$ cat src/rtl/pipe_pkg.sv
`default_nettype none
// ============================================================================
// Module      : pipe_pkg
// Description : Shared definitions for the two-entry pipeline skid stage.
//               Holds the occupancy width and the control-state encoding.
//               The state value is the number of held entries, so occupancy
//               can be driven straight from the state register.
// Revision    : 1.0 - initial release
// ============================================================================
package pipe_pkg;

   localparam int c_OCC_W = 2;

   typedef enum logic [c_OCC_W-1:0] {
      EMPTY = 2'd0,
      ONE   = 2'd1,
      TWO   = 2'd2
   } state_t;

endpackage : pipe_pkg
`default_nettype wire

$ cat src/rtl/pipe_reg.sv
`default_nettype none
// ============================================================================
// Module      : pipe_reg
// Description : WIDTH-bit payload register with synchronous reset value,
//               load enable and synchronous clear (clear loads RST_VAL).
// Ports       : clk  - clock
//               rst  - synchronous active-high reset (q <= RST_VAL)
//               clr  - synchronous clear, priority over load (q <= RST_VAL)
//               load - capture d
//               d    - data in
//               q    - registered data out
// Revision    : 1.0 - initial release
// ============================================================================
module pipe_reg #(
   parameter int               WIDTH   = 170,
   parameter logic [WIDTH-1:0] RST_VAL = '0
) (
   input  logic             clk,
   input  logic             rst,
   input  logic             clr,
   input  logic             load,
   input  logic [WIDTH-1:0] d,
   output logic [WIDTH-1:0] q
);

   logic [WIDTH-1:0] r_q;

   always_ff @(posedge clk) begin
      if (rst || clr) begin
         r_q <= RST_VAL;
      end else if (load) begin
         r_q <= d;
      end
   end

   assign q = r_q;

endmodule : pipe_reg
`default_nettype wire

$ cat src/rtl/pipe_skid_stage.sv
`default_nettype none
// ============================================================================
// Module      : pipe_skid_stage
// Description : Two-entry valid/ready pipeline stage with a skid register.
//               in_ready is registered, so upstream never sees a
//               combinational path from out_ready. out_data is driven
//               directly from the main register. Includes a saturating
//               counter of back-pressured cycles.
// Ports       : clk, rst         - clock, synchronous active-high reset
//               flush            - drop all held entries
//               in_valid/in_ready/in_data    - upstream handshake
//               out_valid/out_ready/out_data - downstream handshake
//               occupancy        - entries held (0..2)
//               stall_cnt        - cycles with out_valid & !out_ready
// Revision    : 1.0 - initial release
// ============================================================================
module pipe_skid_stage
   import pipe_pkg::*;
#(
   parameter int               WIDTH    = 170,
   parameter int               CNT_W    = 16,
   parameter logic [WIDTH-1:0] RST_DATA = '0
) (
   input  logic               clk,
   input  logic               rst,
   input  logic               flush,
   input  logic               in_valid,
   output logic               in_ready,
   input  logic [WIDTH-1:0]   in_data,
   output logic               out_valid,
   input  logic               out_ready,
   output logic [WIDTH-1:0]   out_data,
   output logic [c_OCC_W-1:0] occupancy,
   output logic [CNT_W-1:0]   stall_cnt
);

   state_t           r_state;
   state_t           w_state_nxt;
   logic             r_in_ready;
   logic [CNT_W-1:0] r_stall_cnt;
   logic             w_accept;
   logic             w_pop;
   logic             w_main_load;
   logic             w_skid_load;
   logic [WIDTH-1:0] w_main_d;
   logic [WIDTH-1:0] w_main_q;
   logic [WIDTH-1:0] w_skid_q;

   assign w_accept = in_valid & r_in_ready;
   assign w_pop    = out_valid & out_ready;

   // ---------------------------------------------------------------------
   // Next-state and payload-load decode
   // ---------------------------------------------------------------------
   always_comb begin
      w_state_nxt = r_state;
      w_main_load = 1'b0;
      w_skid_load = 1'b0;
      w_main_d    = in_data;

      unique case (r_state)
         EMPTY: begin
            if (w_accept) begin
               w_state_nxt = ONE;
               w_main_load = 1'b1;
            end
         end
         ONE: begin
            if (w_accept && w_pop) begin
               w_main_load = 1'b1;
            end else if (w_accept) begin
               w_state_nxt = TWO;
               w_skid_load = 1'b1;
            end else if (w_pop) begin
               w_state_nxt = EMPTY;
            end
         end
         TWO: begin
            // in_ready is low here, so only a pop can move the state.
            if (w_pop) begin
               w_state_nxt = ONE;
               w_main_load = 1'b1;
               w_main_d    = w_skid_q;
            end
         end
         default: begin
            w_state_nxt = EMPTY;
         end
      endcase

      // Flush wins over everything; the registers clear themselves via clr.
      if (flush) begin
         w_state_nxt = EMPTY;
         w_main_load = 1'b0;
         w_skid_load = 1'b0;
      end
   end

   // ---------------------------------------------------------------------
   // State register and registered in_ready (low only when full next cycle)
   // ---------------------------------------------------------------------
   always_ff @(posedge clk) begin
      if (rst) begin
         r_state    <= EMPTY;
         r_in_ready <= 1'b1;
      end else begin
         r_state    <= w_state_nxt;
         r_in_ready <= (w_state_nxt != TWO);
      end
   end

   // Back-pressure counter: saturates, ignores flush.
   always_ff @(posedge clk) begin
      if (rst) begin
         r_stall_cnt <= '0;
      end else if (out_valid && !out_ready && (r_stall_cnt != {CNT_W{1'b1}})) begin
         r_stall_cnt <= r_stall_cnt + 1'b1;
      end
   end

   pipe_reg #(
      .WIDTH   (WIDTH),
      .RST_VAL (RST_DATA)
   ) u_main (
      .clk  (clk),
      .rst  (rst),
      .clr  (flush),
      .load (w_main_load),
      .d    (w_main_d),
      .q    (w_main_q)
   );

   pipe_reg #(
      .WIDTH   (WIDTH),
      .RST_VAL (RST_DATA)
   ) u_skid (
      .clk  (clk),
      .rst  (rst),
      .clr  (flush),
      .load (w_skid_load),
      .d    (in_data),
      .q    (w_skid_q)
   );

   assign in_ready  = r_in_ready;
   assign out_valid = (r_state != EMPTY);
   assign out_data  = w_main_q;
   assign occupancy = r_state;
   assign stall_cnt = r_stall_cnt;

endmodule : pipe_skid_stage
`default_nettype wire

$ cat config.mk
export PLATFORM = sky130hd
export DESIGN_NAME = pipe_skid_stage
export DESIGN_NICKNAME = d
export VERILOG_FILES = /design/src/rtl/pipe_pkg.sv /design/src/rtl/pipe_reg.sv /design/src/rtl/pipe_skid_stage.sv
export SDC_FILE = /design/constraint.sdc
export NUM_CORES = 1
export LEC_CHECK = 0
export ABC_CLOCK_PERIOD_IN_PS = 1900
export CORE_MARGIN = 1.5
export CORE_UTILIZATION = 30
export CTS_CLUSTER_SIZE = 12
export DETAILED_ROUTE_END_ITERATION = 16
export GPL_ROUTABILITY_DRIVEN = 0
export PLACE_DENSITY = 0.53
export SLEW_MARGIN = 0
export SYNTH_ARGS = -nofsm -noshare
export SYNTH_HDL_FRONTEND = slang
export SYNTH_SLANG_ARGS = --single-unit
$ cat constraint.sdc
create_clock -name clk -period 1.9 [get_ports clk]
set_input_delay 0.38 -clock clk [delete_from_list [all_inputs] [get_ports clk]]
set_output_delay 0.38 -clock clk [all_outputs]
set_load 0.02 [all_outputs]
**Yosys cells after proc, flatten, opt, wreduce, memory -nomap -nowiden**

Cells that the tools add are included.

- Word-level logic and storage cells: 36
- Flip-flop bits (word level): 359
- Input port bits: 175
- Output and inout port bits: 190

- Mux-type cells: 17
- Equality and inequality tests: 4
- Reduce and logical (&&, ||, !) cells: 7
- Add/subtract/negate cells: 1
- Bitwise logic cells: 2

Operators by type and width:

| operator | count |
|---|---|
| $mux W170 | 2 |
| $add A16 B1 Y16 const B | 1 |
| $ne A16 B16 Y1 const B | 1 |
| $mux W2 | 6 |
| $mux W1 | 7 |
| $pmux W2 S3 | 1 |
| $logic_and A1 B1 Y1 | 3 |
| $pmux W1 S3 | 1 |
| $and A1 B1 Y1 | 2 |
| $eq A2 B1 Y1 const B | 1 |
| $eq A2 B2 Y1 const B | 1 |
| $logic_not A2 Y1 | 1 |
| $ne A2 B2 Y1 const B | 1 |
| $reduce_bool A2 Y1 | 1 |
| $logic_not A1 Y1 | 1 |
| $logic_or A1 B1 Y1 | 1 |

**Logic depth before layout (Yosys ltp)**

Gate-level depths: netlist of the first run.

- Depth in word-level cells: 8
- Mapped depth: 8
- Gate-level depth less buffers: 5

**Hierarchy**

From an unflattened synthesis of the first run, not the netlist that was laid out.

- Cell total of the unflattened synthesis: 1408
- Area total of the unflattened synthesis: 15249.6 um2

By module, submodules not included:

| module | area each (um2) | instances | cells each |
|---|---|---|---|
| pipe_reg | 6074.6 | 2 | 549 |
| pipe_skid_stage | 3100.5 | 1 | 310 |

**Worst setup path after synthesis of the first run**

Ideal clock, no wire load.

- Path type: reg-to-reg
- Start point: reg r_stall_cnt[0], in the netlist stall_cnt[0]
- End point: reg r_stall_cnt[1], in the netlist stall_cnt[1]
- Path slack: -0.088 ns
- Setup time: 0.115 ns
- Stages on the path, launching flop included: 7
- Buffers on the path: 1
- Arrival: 1.873 ns
- Path through: dfxtp_1 > ha_1 > nand3_1 > nor4_1 > buf_2 > nor3b_1 > o21ba_2

- Cells in the longest elaborated chain, start to end: 2
- Elaborated cells on any way between the ends: 3

Ends and longest elaborated chain:

| element | line | RTL |
|---|---|---|
| start: declaration | pipe_skid_stage.sv:40 | `logic [CNT_W-1:0] r_stall_cnt;` |
| start signal: assignment | pipe_skid_stage.sv:117 | `r_stall_cnt <= r_stall_cnt + 1'b1;` |
| branches (longest 2 deep; another with $add A16 B1 Y16) | -- |  |

Several ways; the timed one is not identified.
A chain may end at the register's enable or synchronous reset.

**Worst setup path after layout of the first run**

- Start point: reg r_state[1], in the netlist occupancy[1]
- End point: out out_valid

- Cells in the longest elaborated chain, start to end: 1

Ends and longest elaborated chain:

| element | line | RTL |
|---|---|---|
| start: declaration | pipe_skid_stage.sv:37 | `state_t r_state;` |
| start signal: assignment | pipe_skid_stage.sv:107 | `r_state <= w_state_nxt;` |
| $reduce_bool A2 Y1 | pipe_skid_stage.sv:146 | `assign out_valid = (r_state != EMPTY);` |
| end: declaration | pipe_skid_stage.sv:30 | `output logic out_valid,` |

Every way passes these cells.

==> results of run 1 <==
## metrics by stage
step,setup TNS (ns),std cells
6_report,0,2730
3_5_place_dp,-129.34,2641
3_3_place_gp,-119.29,2641
5_1_grt,-2.444,2730
2_1_floorplan,0,1648
4_1_cts,-0.03706,2716
## synthesized netlist by cell type (2+ instances only)
library cell / number
a2111oi_0: 10
a2111oi_1: 60
a2111oi_2: 100
a211oi_1: 2
a21oi_1: 353
and4_1: 2
buf_2: 59
buf_4: 3
clkbuf_1: 109
dfxtp_1: 359
inv_1: 2
mux2i_1: 170
nand2_1: 349
nand3_1: 7
nand4_1: 4
nor2_1: 7
nor2b_1: 2
nor3_1: 3
nor4_1: 2
o21a_1: 2
o21ai_0: 5
o21ba_2: 2
o31ai_1: 6
or2_2: 3
or3_1: 6
or3_2: 2
or4_1: 3
## where the power goes
group          switching (mW)  internal, mW
clock                    3.25          4.92
sequential             0.0757          7.66
combinational            1.28          1.02
## timing repair
item                       in CTS  in global routing
setup buffers                   1                 10
setup endpoints to repair     195                118
gates cloned                    0                  4
resized for setup             188                 63
pin swaps                       1                 14
## routing by layer
| metal | track usage | share of wire | wire, um |
|---|---|---|---|
| met5 | 0 | 0.0013 | 67 |
| met4 | 0.05243 | 0.020 | 1034 |
| met3 | 0.05254 | 0.066 | 3399 |
| met2 | 0.2949 | 0.45 | 23380 |
| met1 | 0.2471 | 0.46 | 23840 |
## worst max-delay path: cells and delay by family, from the launching register on
family                 cells  cell delay [ns]
AND/OR/NAND/NOR            1             0.28
buffers and inverters      2             0.32
flip-flops                 1             0.37
## kinds of logic after synthesis
family / count (synthesis) / share of synthesized area
fa+ha+maj: 1 / 0.0008125
buf+inv: 175 / 0.04819
simple gates: 398 / 0.1052
flops: 359 / 0.4668
mux: 171 / 0.1113
compound gates: 544 / 0.2678
## sequential cells by signal (all words and copies together) (netlist names)
| register | cells |
|---|---|
| u_main.q | 170 |
| u_skid.q | 170 |
| stall_cnt | 16 |
| occupancy | 2 |
| in_ready | 1 |
## cell type report
cell class | instances | area (um^2)
fill | 4823 | 28070
multi-input combinational | 1114 | 7681
sequential | 359 | 7199
timing repair buffer | 508 | 5172
clock buffer | 61 | 1276
tap | 672 | 840.8
clock inverter | 13 | 118.9
inverter | 3 | 16.27
## how the worst min path moves through the flow
stage	startpoint	to	slack, ns	cells past startpoint
floorplan	u_skid.q[0]$_SDFFE_PP0P_	u_skid.q[0]$_SDFFE_PP0P_	0.44	2
global placement	u_skid.q[80]$_SDFFE_PP0P_	u_skid.q[80]$_SDFFE_PP0P_	0.44	2
detailed placement	u_skid.q[116]$_SDFFE_PP0P_	u_skid.q[116]$_SDFFE_PP0P_	0.45	2
CTS	flush	u_main.q[6]$_SDFFE_PP0P_	0.07	2
global route	flush	u_main.q[3]$_SDFFE_PP0P_	0.07	2
finish	flush	u_main.q[3]$_SDFFE_PP0P_	0.1	2
==> metrics.yaml, run 1 <==
logic_synthesis:
  ys.flop_type: "dfxtp_1"
  synth_area_mm2: 0.01540
  yosys.area.top_type: "dfxtp_1"
  synth_edf_count: 0
  synthArstFlopShare: 0
  ys_ff_latch: 359
  synth_area_leaders: "dfxtp_1 47%, a21oi_1 11%, mux2i_1 11%"
  yosys.cell_types.count: 43
  synth.top_cell.area_share: 0.4668
  syn-num-nets: 1824
  synth.avg_cell_area_um2: 9.342
  syn_inst: 1648
  yosysWarnings: 0
  synth_seq_area_share: 0.4668
worst_setup_path:
  start_kind: "flop"
  critPathSlowestCell: "dfxtp_4"
  critPathKind: "flop to primary output"
  crit_path_end_kind: "primary output"
  worst_path_largest_cell_delay_ns: 0.37
  crit_required_ns: 1.52
  r2r_start: "occupancy[0]$_SDFF_PP0_"
  ff2ff_setup_slack_ns: 0.01
  worst_r2r_endpoint: "u_main.q[68]$_SDFFE_PP0P_"
  endpoint: "out_valid"
  cp-startpoint: "occupancy[1]$_SDFF_PP0_"
  crit_chain: "buf_4, or2_2, buf_2"
  cp.arrival_ns: 1.52
  crit_path_max_fanout: 6
  worstRegToRegCells: 7
drt:
  drtIter0Drc: 717
  wl_per_cell_um: 18.95
  wl_um: 51720
  first_pass_iters: 5
  postRouteAntennaNets: 0
  drc: 0
  routed_via_density: 5.086
  vias: 13890
global_route:
  grt_pass1_vias: 13470
  antenna_found_initial: 6
  grt_pass1_wl_um: 78350
  grt_max_degree: 96
  gr-usage-all-layers: 0.1866
  overflow: 0
run:
  max_cap_violations: 0
floorplanning:
  initial_utilization: 0.3056
  num_io_pins: 365
  die_h_um: 229.5
  die-width_um: 229.5
  rows: 82
  core_area_mm2: 0.05038
  die-area_mm2: 0.05269
place:
  dp.final_hpwl_um: 33700
  pre_cts_slack_ns: -0.5647
  place.port_buffers: 364
  dpl_cell_area_mm2: 0.02065
final_layout:
  area_growth_pct: 44.88
  utilization: 0.4428
  drive_above_1_share: 0.1793
  fin_nets: 2205
  mostFrequentLayoutCell: "a21oi_1"
  diodes: 0
  final_cell_area_mm2: 0.02231
  most-common-layout-cells: "353 x a21oi_1, 351 x dfxtp_1, 349 x nand2_1"
clock_tree:
  clk_pin_slew_worst_paths_ns: 0.06
  cts_tree: "done"
  cts_buffers: 43
  clock-sinks: 359
  root_buffer: "clkbuf_16"
  clockBufferDepth: 3
  clk_latency_ns: 0.55
  h-tree-depth: 2
  holdBufCountCts: 0
timing:
  setup_ws_ns: 0.002740
  slew_headroom: 0.5158
  grt_setup_unrepaired: "yes"
  skew_ns: 0.007758
  fmax_ghz: 0.5271
  finalHoldWorstSlack_ns: 0.09545
  hold_viol: 0
  fin_crit_ns: 1.897
  period_share: 0.9986
  max_slew.worst_pin.slew_ns: 0.7263
  maxSlewViolCount: 0
  finalSetupViolCount: 0
min_path:
  holdCritPathClass: "input pin to flop"
outcome:
  status: "finished clean"
power_and_ir_drop:
  ir_drop_v: 0.0005964
  p_leak_nw: 9.277
  total_power_mw: 18.21
  powerDensity_mw_per_mm2: 816.3
(Power assumes the default switching activity.)
==> inputs of run 2 (changes only) <==
Settings changed: ABC_CLOCK_PERIOD_IN_PS 1900 to 1840, PLACE_DENSITY 0.53 to 0.51, SLEW_MARGIN 0 to not set.
Clock period 1.9 ns to 1.84 ns, I/O delays scaled along.
==> run 2 against run 1 <==
Compared with the run above: the flow now finishes with violations (setup timing); sequential cell count unchanged; register-to-register slack worse by 0.03 ns; clock skew up 0.010 ns; clock power up 2%; worst hold slack better by 0.048 ns; first-iteration DRC count down 17%; global-route usage up 0.27 points; routed wire length up 2.1%; sequential share of layout area down 0.37 points; largest cell class unchanged; highest routed layer unchanged.
==> metrics.yaml, run 2 (same netlist as run 1, synthesis figures left out) <==
worst_setup_path:
  crit_required_ns: 2.31
  critPathKind: "flop to flop"
  start_kind: "flop"
  crit_path_end_kind: "flop"
  cp.arrival_ns: 2.33
  crit_path_max_fanout: 6
min_path:
  holdCritPathClass: "input pin to flop"
drt:
  drtIter0Drc: 598
  postRouteAntennaNets: 0
  wl_um: 52810
  drc: 0
  vias: 13950
  first_pass_iters: 5
  routed_via_density: 5.072
  wl_per_cell_um: 19.20
floorplanning:
  core_area_mm2: 0.05038
  initial_utilization: 0.3056
  rows: 82
  die-area_mm2: 0.05269
  die_h_um: 229.5
  die-width_um: 229.5
  num_io_pins: 365
clock_tree:
  root_buffer: "clkbuf_16"
  cts_tree: "done"
  clk_pin_slew_worst_paths_ns: 0.06
  clockBufferDepth: 3
  holdBufCountCts: 0
  cts_buffers: 42
  h-tree-depth: 2
  clk_latency_ns: 0.56
  clock-sinks: 359
power_and_ir_drop:
  ir_drop_v: 0.0004838
  p_int_mw: 14.02
  powerDensity_mw_per_mm2: 831.8
  seqPwrFrac: 0.425
  p_leak_nw: 9.358
  total_power_mw: 18.79
  combPwrFrac: 0.130
  p_sw_mw: 4.769
  pwr-share-clk: 0.445
  p_sw_frac: 0.2538
global_route:
  grt_pass1_wl_um: 79670
  grt_max_degree: 92
  gr-usage-all-layers: 0.1892
  overflow: 0
  grt_pass1_vias: 13470
  antenna_found_initial: 10
final_layout:
  most-common-layout-cells: "348 x nand2_1, 346 x dfxtp_1, 341 x a21oi_1"
  fin_nets: 2223
  utilization: 0.4484
  drive_above_1_share: 0.1920
  area_growth_pct: 46.71
  mostFrequentLayoutCell: "nand2_1"
  final_cells: 2751
timing:
  fin_crit_ns: 1.856
  slew_headroom: 0.5387
  finalSetupViolCount: 2
  period_share: 1.009
  hold_viol: 0
  fmax_ghz: 0.5387
  grt_setup_unrepaired: "yes"
  max_slew.worst_pin.slew_ns: 0.6920
  maxSlewViolCount: 0
  skew_ns: 0.01790
  finalHoldWorstSlack_ns: 0.1435
  setup_ws_ns: -0.01648
outcome:
  status: "finished, violations left"
  failed_checks: "setup timing"
run:
  max_cap_violations: 0
place:
  dp_cells: 2644
  dp.final_hpwl_um: 34330
  place.port_buffers: 364
  pre_cts_slack_ns: -0.6008
-- run 2: cell types whose count changed in the layout (fill, tap and decap cells not counted), sizes merged --
cell	before	now
buf	142	154
bufbuf	0	1
bufinv	2	3
clkbuf	66	73
clkinv	11	8
clkinvlp	0	1
diode	0	1
dlygate4sd2	184	189
dlymetal6s2s	6	1
inv	3	4
-- run 2: what timing repair did --
item | 4_1_cts | 5_1_grt
setup endpoints to repair | 293 | 169
pin swaps | 2 | 44
buffers inserted | 3 | 16
resized for setup | 201 | 71
hold endpoints to repair | 0 | 0
cloned | 2 | 11
-- run 2: critical path, stage by stage, from the launching register on --
cell and delay (ns):
dfxtp_4 0.39, buf_6 0.10, o21bai_2 0.08, or4b_4 0.56, or4_1 0.51, a21oi_1 0.15
-- run 2: cell type report --
| cell class | count | area, um^2 |
|---|---|---|
| fillers | 4836 | 27790 |
| inverters | 3 | 16.27 |
| repair buffers | 527 | 5479 |
| clock buffers | 62 | 1217 |
| diodes | 1 | 2.502 |
| well taps | 672 | 840.8 |
| multi-input cells | 1114 | 7677 |
| flip-flops and latches | 359 | 7208 |
| clock inverters | 13 | 146.4 |
-- run 2: stage by stage --
step                      area (um^2)  TNS [ns]
after global routing            22590   -0.4613
after detailed placement        20670   -143.09
after floorplan                 15420         0
final                           22590  -0.02727
after CTS                       21930         0
after global placement          20670   -128.29
-- run 2: final timing paths --
path	from	end	slack, ns	depth (start not counted)
worst max-delay path	occupancy[1]$_SDFF_PP0_	stall_cnt[13]$_SDFFE_PP0P_	-0.02	5
worst min register to register	u_skid.q[76]$_SDFFE_PP0P_	u_skid.q[76]$_SDFFE_PP0P_	0.45	2
worst max register to register	occupancy[1]$_SDFF_PP0_	stall_cnt[13]$_SDFFE_PP0P_	-0.02	5
worst min-delay path	rst	stall_cnt[0]$_SDFFE_PP0P_	0.14	2
-- run 2: power by group through the flow --
stage,registers [mW],clock network (mW),logic (mW)
after floorplan,8.29,0,0.972
after global placement,8.17,0,2.24
after detailed placement,8.17,0,2.27
after CTS,7.99,8.58,2.25
after global routing,8.00,8.91,2.60
final,7.99,8.36,2.44
-- run 2: routing by layer --
| layer | share of wire | up-vias | global-route usage |
|---|---|---|---|
| met5 | 0.0021 | - | 0 |
| met4 | 0.015 | 16 | 0.04420 |
| met3 | 0.063 | 66 | 0.05092 |
| met2 | 0.46 | 331 | 0.2946 |
| met1 | 0.46 | 6720 | 0.2592 |
| li1 | - | 6821 | - |
